[config.mk]
export PLATFORM = sky130hd
export DESIGN_NAME = dkongjr_obj_dma
export DESIGN_NICKNAME = d
export VERILOG_FILES = /design/src/rtl/dkongjr_obj_dma.sv
export SDC_FILE = /design/constraint.sdc
export NUM_CORES = 1
export LEC_CHECK = 0
export CAP_MARGIN = 20
export CORE_MARGIN = 2
export CORE_UTILIZATION = 45
export CTS_CLUSTER_DIAMETER = 100
export DETAILED_ROUTE_END_ITERATION = 6
export PLACE_DENSITY_LB_ADDON = 0.1
export SLEW_MARGIN = 30
export SYNTH_ARGS = -nofsm -noshare
export SYNTH_HDL_FRONTEND = slang
export SYNTH_SLANG_ARGS = --single-unit
[constraint.sdc]
create_clock -name CLK_12M -period 2.7 [get_ports CLK_12M]
set_input_delay 0.405 -clock CLK_12M [delete_from_list [all_inputs] [get_ports CLK_12M]]
set_output_delay 0.405 -clock CLK_12M [all_outputs]
set_load 0.005 [all_outputs]
[src/rtl/dkongjr_obj_dma.sv]
// Sprite-attribute DMA master: copies the CPU sprite table from work RAM into object RAM over the Z80 bus.
// Optional build macro OBJ_DMA_VBLANK_GATE_EN holds an accepted start in WAIT until vertical blank.
module dkongjr_obj_dma #(
  parameter int unsigned LEN      = 384,
  parameter logic [15:0] SRC_BASE = 16'h6900,
  parameter logic [9:0]  DST_BASE = 10'h000
) (
  input  logic        CLK_12M,
  input  logic        RST_4L,
  input  logic        I_START,
  input  logic        I_VBLKn,
  input  logic        I_BUSAKn,
  input  logic [7:0]  I_SRC_DB,
  output logic        O_BUSRQn,
  output logic [15:0] O_SRC_AB,
  output logic        O_SRC_RDn,
  output logic [9:0]  O_OBJ_AB,
  output logic [7:0]  O_OBJ_DB,
  output logic        O_OBJ_WRn,
  output logic        O_OBJ_RQn,
  output logic        O_BUSY,
  output logic        O_DONE
);

  localparam int unsigned SRC_W = 16;
  localparam int unsigned DST_W = 10;
  localparam int unsigned CNT_W = 10;
  localparam int unsigned DAT_W = 8;
  localparam logic [CNT_W-1:0] LEN_C = CNT_W'(LEN);

  typedef enum logic [2:0] {
    IDLE = 3'd0,
    REQ  = 3'd1,
    RD_A = 3'd2,
    RD_D = 3'd3,
    WR   = 3'd4,
    REL  = 3'd5
`ifdef OBJ_DMA_VBLANK_GATE_EN
    , WAIT = 3'd6
`endif
  } state_t;

  state_t             state_q, state_d;
  logic               start_q;
  logic               start_edge;
  logic [SRC_W-1:0]   src_q, src_d;
  logic [DST_W-1:0]   dst_q, dst_d;
  logic [CNT_W-1:0]   cnt_q, cnt_d;

  logic [SRC_W-1:0]   src_ab_d;
  logic [DST_W-1:0]   obj_ab_d;
  logic [DAT_W-1:0]   obj_db_d;
  logic               busrq_n_d, src_rd_n_d, obj_wr_n_d, obj_rq_n_d, busy_d, done_d;

`ifndef OBJ_DMA_VBLANK_GATE_EN
  logic unused_vblkn;
  assign unused_vblkn = I_VBLKn;
`endif

  // State, counters and every output are flopped here; outputs are decoded from the next state.
  always_ff @(posedge CLK_12M or negedge RST_4L) begin
    if (!RST_4L) begin
      state_q   <= IDLE;
      start_q   <= 1'b0;
      src_q     <= '0;
      dst_q     <= '0;
      cnt_q     <= '0;
      O_BUSRQn  <= 1'b1;
      O_SRC_AB  <= '0;
      O_SRC_RDn <= 1'b1;
      O_OBJ_AB  <= '0;
      O_OBJ_DB  <= '0;
      O_OBJ_WRn <= 1'b1;
      O_OBJ_RQn <= 1'b1;
      O_BUSY    <= 1'b0;
      O_DONE    <= 1'b0;
    end else begin
      state_q   <= state_d;
      start_q   <= I_START;
      src_q     <= src_d;
      dst_q     <= dst_d;
      cnt_q     <= cnt_d;
      O_BUSRQn  <= busrq_n_d;
      O_SRC_AB  <= src_ab_d;
      O_SRC_RDn <= src_rd_n_d;
      O_OBJ_AB  <= obj_ab_d;
      O_OBJ_DB  <= obj_db_d;
      O_OBJ_WRn <= obj_wr_n_d;
      O_OBJ_RQn <= obj_rq_n_d;
      O_BUSY    <= busy_d;
      O_DONE    <= done_d;
    end
  end

  // Next-state, counter and output decode.
  always_comb begin
    state_d    = state_q;
    src_d      = src_q;
    dst_d      = dst_q;
    cnt_d      = cnt_q;
    src_ab_d   = O_SRC_AB;
    obj_ab_d   = O_OBJ_AB;
    obj_db_d   = O_OBJ_DB;
    done_d     = 1'b0;
    start_edge = I_START & ~start_q;

    case (state_q)
      IDLE: begin
        if (start_edge) begin
          if (LEN_C == '0) begin
            done_d = 1'b1;
          end else begin
            src_d = SRC_BASE;
            dst_d = DST_BASE;
            cnt_d = LEN_C;
`ifdef OBJ_DMA_VBLANK_GATE_EN
            state_d = WAIT;
`else
            state_d = REQ;
`endif
          end
        end
      end
`ifdef OBJ_DMA_VBLANK_GATE_EN
      WAIT: if (!I_VBLKn) state_d = REQ;
`endif
      REQ:  if (!I_BUSAKn) state_d = RD_A;
      RD_A: state_d = I_BUSAKn ? REQ : RD_D;
      RD_D: begin
        // Losing the bus here abandons the read; counters stay put so the byte is fetched again.
        if (I_BUSAKn) begin
          state_d = REQ;
        end else begin
          state_d  = WR;
          obj_ab_d = dst_q;
          obj_db_d = I_SRC_DB;
        end
      end
      WR: begin
        src_d   = src_q + 16'd1;
        dst_d   = dst_q + 10'd1;
        cnt_d   = cnt_q - 10'd1;
        state_d = (cnt_q == CNT_W'(1)) ? REL : RD_A;
      end
      REL:     state_d = IDLE;
      default: state_d = IDLE;
    endcase

    if (state_d == RD_A) src_ab_d = src_d;

    busrq_n_d  = !(state_d inside {REQ, RD_A, RD_D, WR});
    src_rd_n_d = !(state_d inside {RD_A, RD_D});
    obj_wr_n_d = (state_d != WR);
    obj_rq_n_d = (state_d != WR);
    busy_d     = (state_d != IDLE);
    done_d     = done_d | (state_d == REL);
  end

endmodule

==> results.yml <==
run_status:
  status: "finished clean"
synth:
  synth_area_per_cell_um2: 12.3
  synth.most_common_cell: "dfrtp_1"
  syn_inst: 282
  ys_ff_latch: 79
  synth_top_area_share_pct: 54.8
  synth.distinct_cells: 52
  synthFlopType: "dfrtp_1"
  ys_seq_area_share_pct: 57.1
  synthTopCellsByArea: "dfrtp_1 (55%), mux2_2 (8.1%), mux2_4 (4.3%), nand2_1 (2.7%), dfstp_2 (2.3%)"
  async_flop_share_pct: 100
  synth_nets: 299
  yosysTopAreaCell: "dfrtp_1"
  ys_warn_count: 0
  synthTopCellsByCount: "dfrtp_1 (76), mux2_2 (25), nand2_1 (25)"
  synth_edf_count: 0
  synth_area_um2: 3470
global_route:
  grt_usage_pct: 17.0
  globalRouteMet3Util_pct: 4.68
  grt_overflow: 0
  grt_pass1_vias: 2338
  grt_max_degree: 51
  busiest_layer: "met2"
  met2_usage_pct: 24.9
  antenna_found_initial: 0
  grt_pass1_wl_mm: 11.4
  grt_use_met1_pct: 24.3
sta:
  timing.hold.ws_ns: 0.0815
  worstMarginPinSlew_ns: 0.717
  drv_slew: 0
  hold_violations: 0
  finalCritPeriodShare_pct: 84.6
  timing.final.crit_period_ns: 2.28
  slew_headroom_pct: 52.1
  finClkSkew_ns: 0.00723
  setup_ws_ns: 0.417
  timing.fmax_mhz: 438
  setup_viol: 0
  rsz0062_at_grt: "false"
  tns_ns: 0
critical_path:
  cp_data_required_time_ns: 2.92
  r2r.worst_path.cells: 5
  critical_path_class: "reg -> reg"
  crit_fanout: 16
  crit_arrival_ns: 2.51
  r2r_end: "O_SRC_AB[4]$_DFFE_PN0N_"
  r2r_start: "state_q[0]$_DFF_PN0_"
  endpoint_kind: "flip-flop"
  r2r_setup_slack_ns: 0.42
  start_kind: "flip-flop"
power:
  vdd_drop_max_mv: 0.463
  clkPwrFrac_pct: 20.8
  cellPowerDensity_nw_per_um2: 865
  p_switching_w: 0.00112
  p_int_w: 0.00259
  cellLeakagePower_nw: 1.91
  pwr-share-seq_pct: 46.5
  p_comb_share_pct: 32.7
  switching_share_pct: 30.1
floorplanning:
  die_h_um: 91.8
  core-area_um2: 7610
  dieArea_um2: 8430
  start_util_pct: 45.6
  ioPinCount: 53
  rows: 32
  die_w_um: 91.8
detailed_routing:
  wl_per_cell_um: 14.8
  ant_nets: 0
  via_count: 2347
  drt_iter0_drc: 115
  drc: 0
  via_per_inst: 5.24
  dr.pass1.iters: 4
  wirelength_mm: 6.62
placement:
  post-place-ws_ns: 0.383
  dpl.hpwl_mm: 4.53
  placed_area_um2: 4110
  place_congestion: 0.811
  portBuffers: 51
min_path:
  min-delay-path-class: "in -> async"
clock_network:
  clockBufferDepth: 2
  hold_buffers: 0
  clk_pin_slew_worst_paths_ns: 0.08
  cts.sinks: 79
  cts_resized: 0
  cts_tree: "built"
  htree_levels: 3
  cts_setup_buffers: 0
  worstSkewPairLatency_ns: 0.33
  root_buffer: "clkbuf_8"
  numCtsBuffers: 9
layout:
  nNetsFinal: 360
  drive_gt1_share_pct: 21.4
  utilization_pct: 56.3
  fin_area_um2: 4290
  area_growth_pct: 23.5
  antenna_cells: 0
run:
  drv_cap: 0
-- worst max path at each step --
stage | start | to | slack, ns | depth (start not counted)
floorplan | cnt_q[2]$_DFFE_PN0P_ | O_SRC_AB[10]$_DFFE_PN0N_ | 0.68 | 6
global placement | I_BUSAKn | O_SRC_AB[4]$_DFFE_PN0N_ | 0.40 | 6
detailed placement | I_START | O_SRC_AB[7]$_DFFE_PN0N_ | 0.38 | 7
CTS | state_q[0]$_DFF_PN0_ | O_SRC_AB[2]$_DFFE_PN0N_ | 0.41 | 5
global route | state_q[0]$_DFF_PN0_ | O_SRC_AB[0]$_DFFE_PN0N_ | 0.29 | 5
finish | state_q[0]$_DFF_PN0_ | O_SRC_AB[4]$_DFFE_PN0N_ | 0.42 | 5
-- sequential cells by signal, summed over array words and instances (netlist names), 3 cells and up --
register,cells
cnt_q,10
O_OBJ_DB,8
state_q,3
src_q,16
O_SRC_AB,16
dst_q,10
O_OBJ_AB,10
-- power groups by stage --
stage | clock network (W) | logic (W) | registers, W
2_1_floorplan | 0 | 0.000699 | 0.00171
3_3_place_gp | 0 | 0.00121 | 0.00173
3_5_place_dp | 0 | 0.00122 | 0.00174
4_1_cts | 0.000798 | 0.00123 | 0.00173
5_1_grt | 0.000846 | 0.00133 | 0.00178
6_report | 0.000772 | 0.00121 | 0.00172
-- routing by layer --
metal  part of all wire, %  up-vias
met5                     0        -
met4                   1.5        0
met3                   5.9        9
met2                    45       50
met1                    48     1150
li1                      -     1138
-- layout make-up --
class	count	area, µm²
fillers	677	3320
inverters	6	22.5
well taps	102	128
clock buffers	11	151
clock inverters	3	20.0
flip-flops and latches	79	1980
multi-input cells	187	1400
repair buffers	60	588
-- worst max-delay path, cell delays in order (launching register included) --
cell and delay (ns):
dfrtp_1 0.47, nor3b_2 0.38, o31ai_2 0.12, and3_4 0.22, a21oi_4 0.56, mux2_2 0.41
-- cells by family after synthesis --
| family | synth area share [%] |
|---|---|
| compound gates | 9.09 |
| xor+xnor | 1.51 |
| fa+ha+maj | 1.44 |
| buf+inv | 2.70 |
| flops | 57.1 |
| mux | 14.2 |
| simple gates | 14.0 |
-- stage by stage --
stage	cells	power [W]
5_1_grt	448	0.00395
3_5_place_dp	434	0.00296
3_3_place_gp	434	0.00294
2_1_floorplan	282	0.00241
4_1_cts	448	0.00376
6_report	448	0.00371
-- layout by cell type (no fill, tap or decap), types with 2 or more instances in the layout --
| cell type | synthesis | final |
|---|---|---|
| dfrtp_1 | 76 | 76 |
| clkinvlp_4 | 0 | 2 |
| dfstp_2 | 3 | 3 |
| or3b_2 | 2 | 2 |
| nand3_1 | 12 | 12 |
| o21a_1 | 2 | 2 |
| o311ai_0 | 3 | 3 |
| xnor2_1 | 3 | 3 |
| inv_1 | 6 | 6 |
| clkbuf_8 | 0 | 11 |
| mux2_2 | 25 | 25 |
| nand2_1 | 25 | 25 |
| ha_1 | 4 | 4 |
| a22o_1 | 3 | 3 |
| mux2i_1 | 6 | 6 |
| buf_4 | 2 | 9 |
| o41ai_1 | 3 | 3 |
| nand4_1 | 7 | 7 |
| and3_1 | 10 | 10 |
| o31ai_1 | 2 | 2 |
| o21ai_0 | 15 | 15 |
| mux2_4 | 10 | 10 |
| a21oi_1 | 7 | 7 |
| nor2b_1 | 2 | 2 |
| o22ai_1 | 3 | 3 |
| clkdlybuf4s50_1 | 0 | 50 |
| xor2_1 | 3 | 3 |
| o211ai_1 | 2 | 2 |
| nor2_1 | 16 | 16 |
Note: power is estimated with default switching activity, not from simulation.
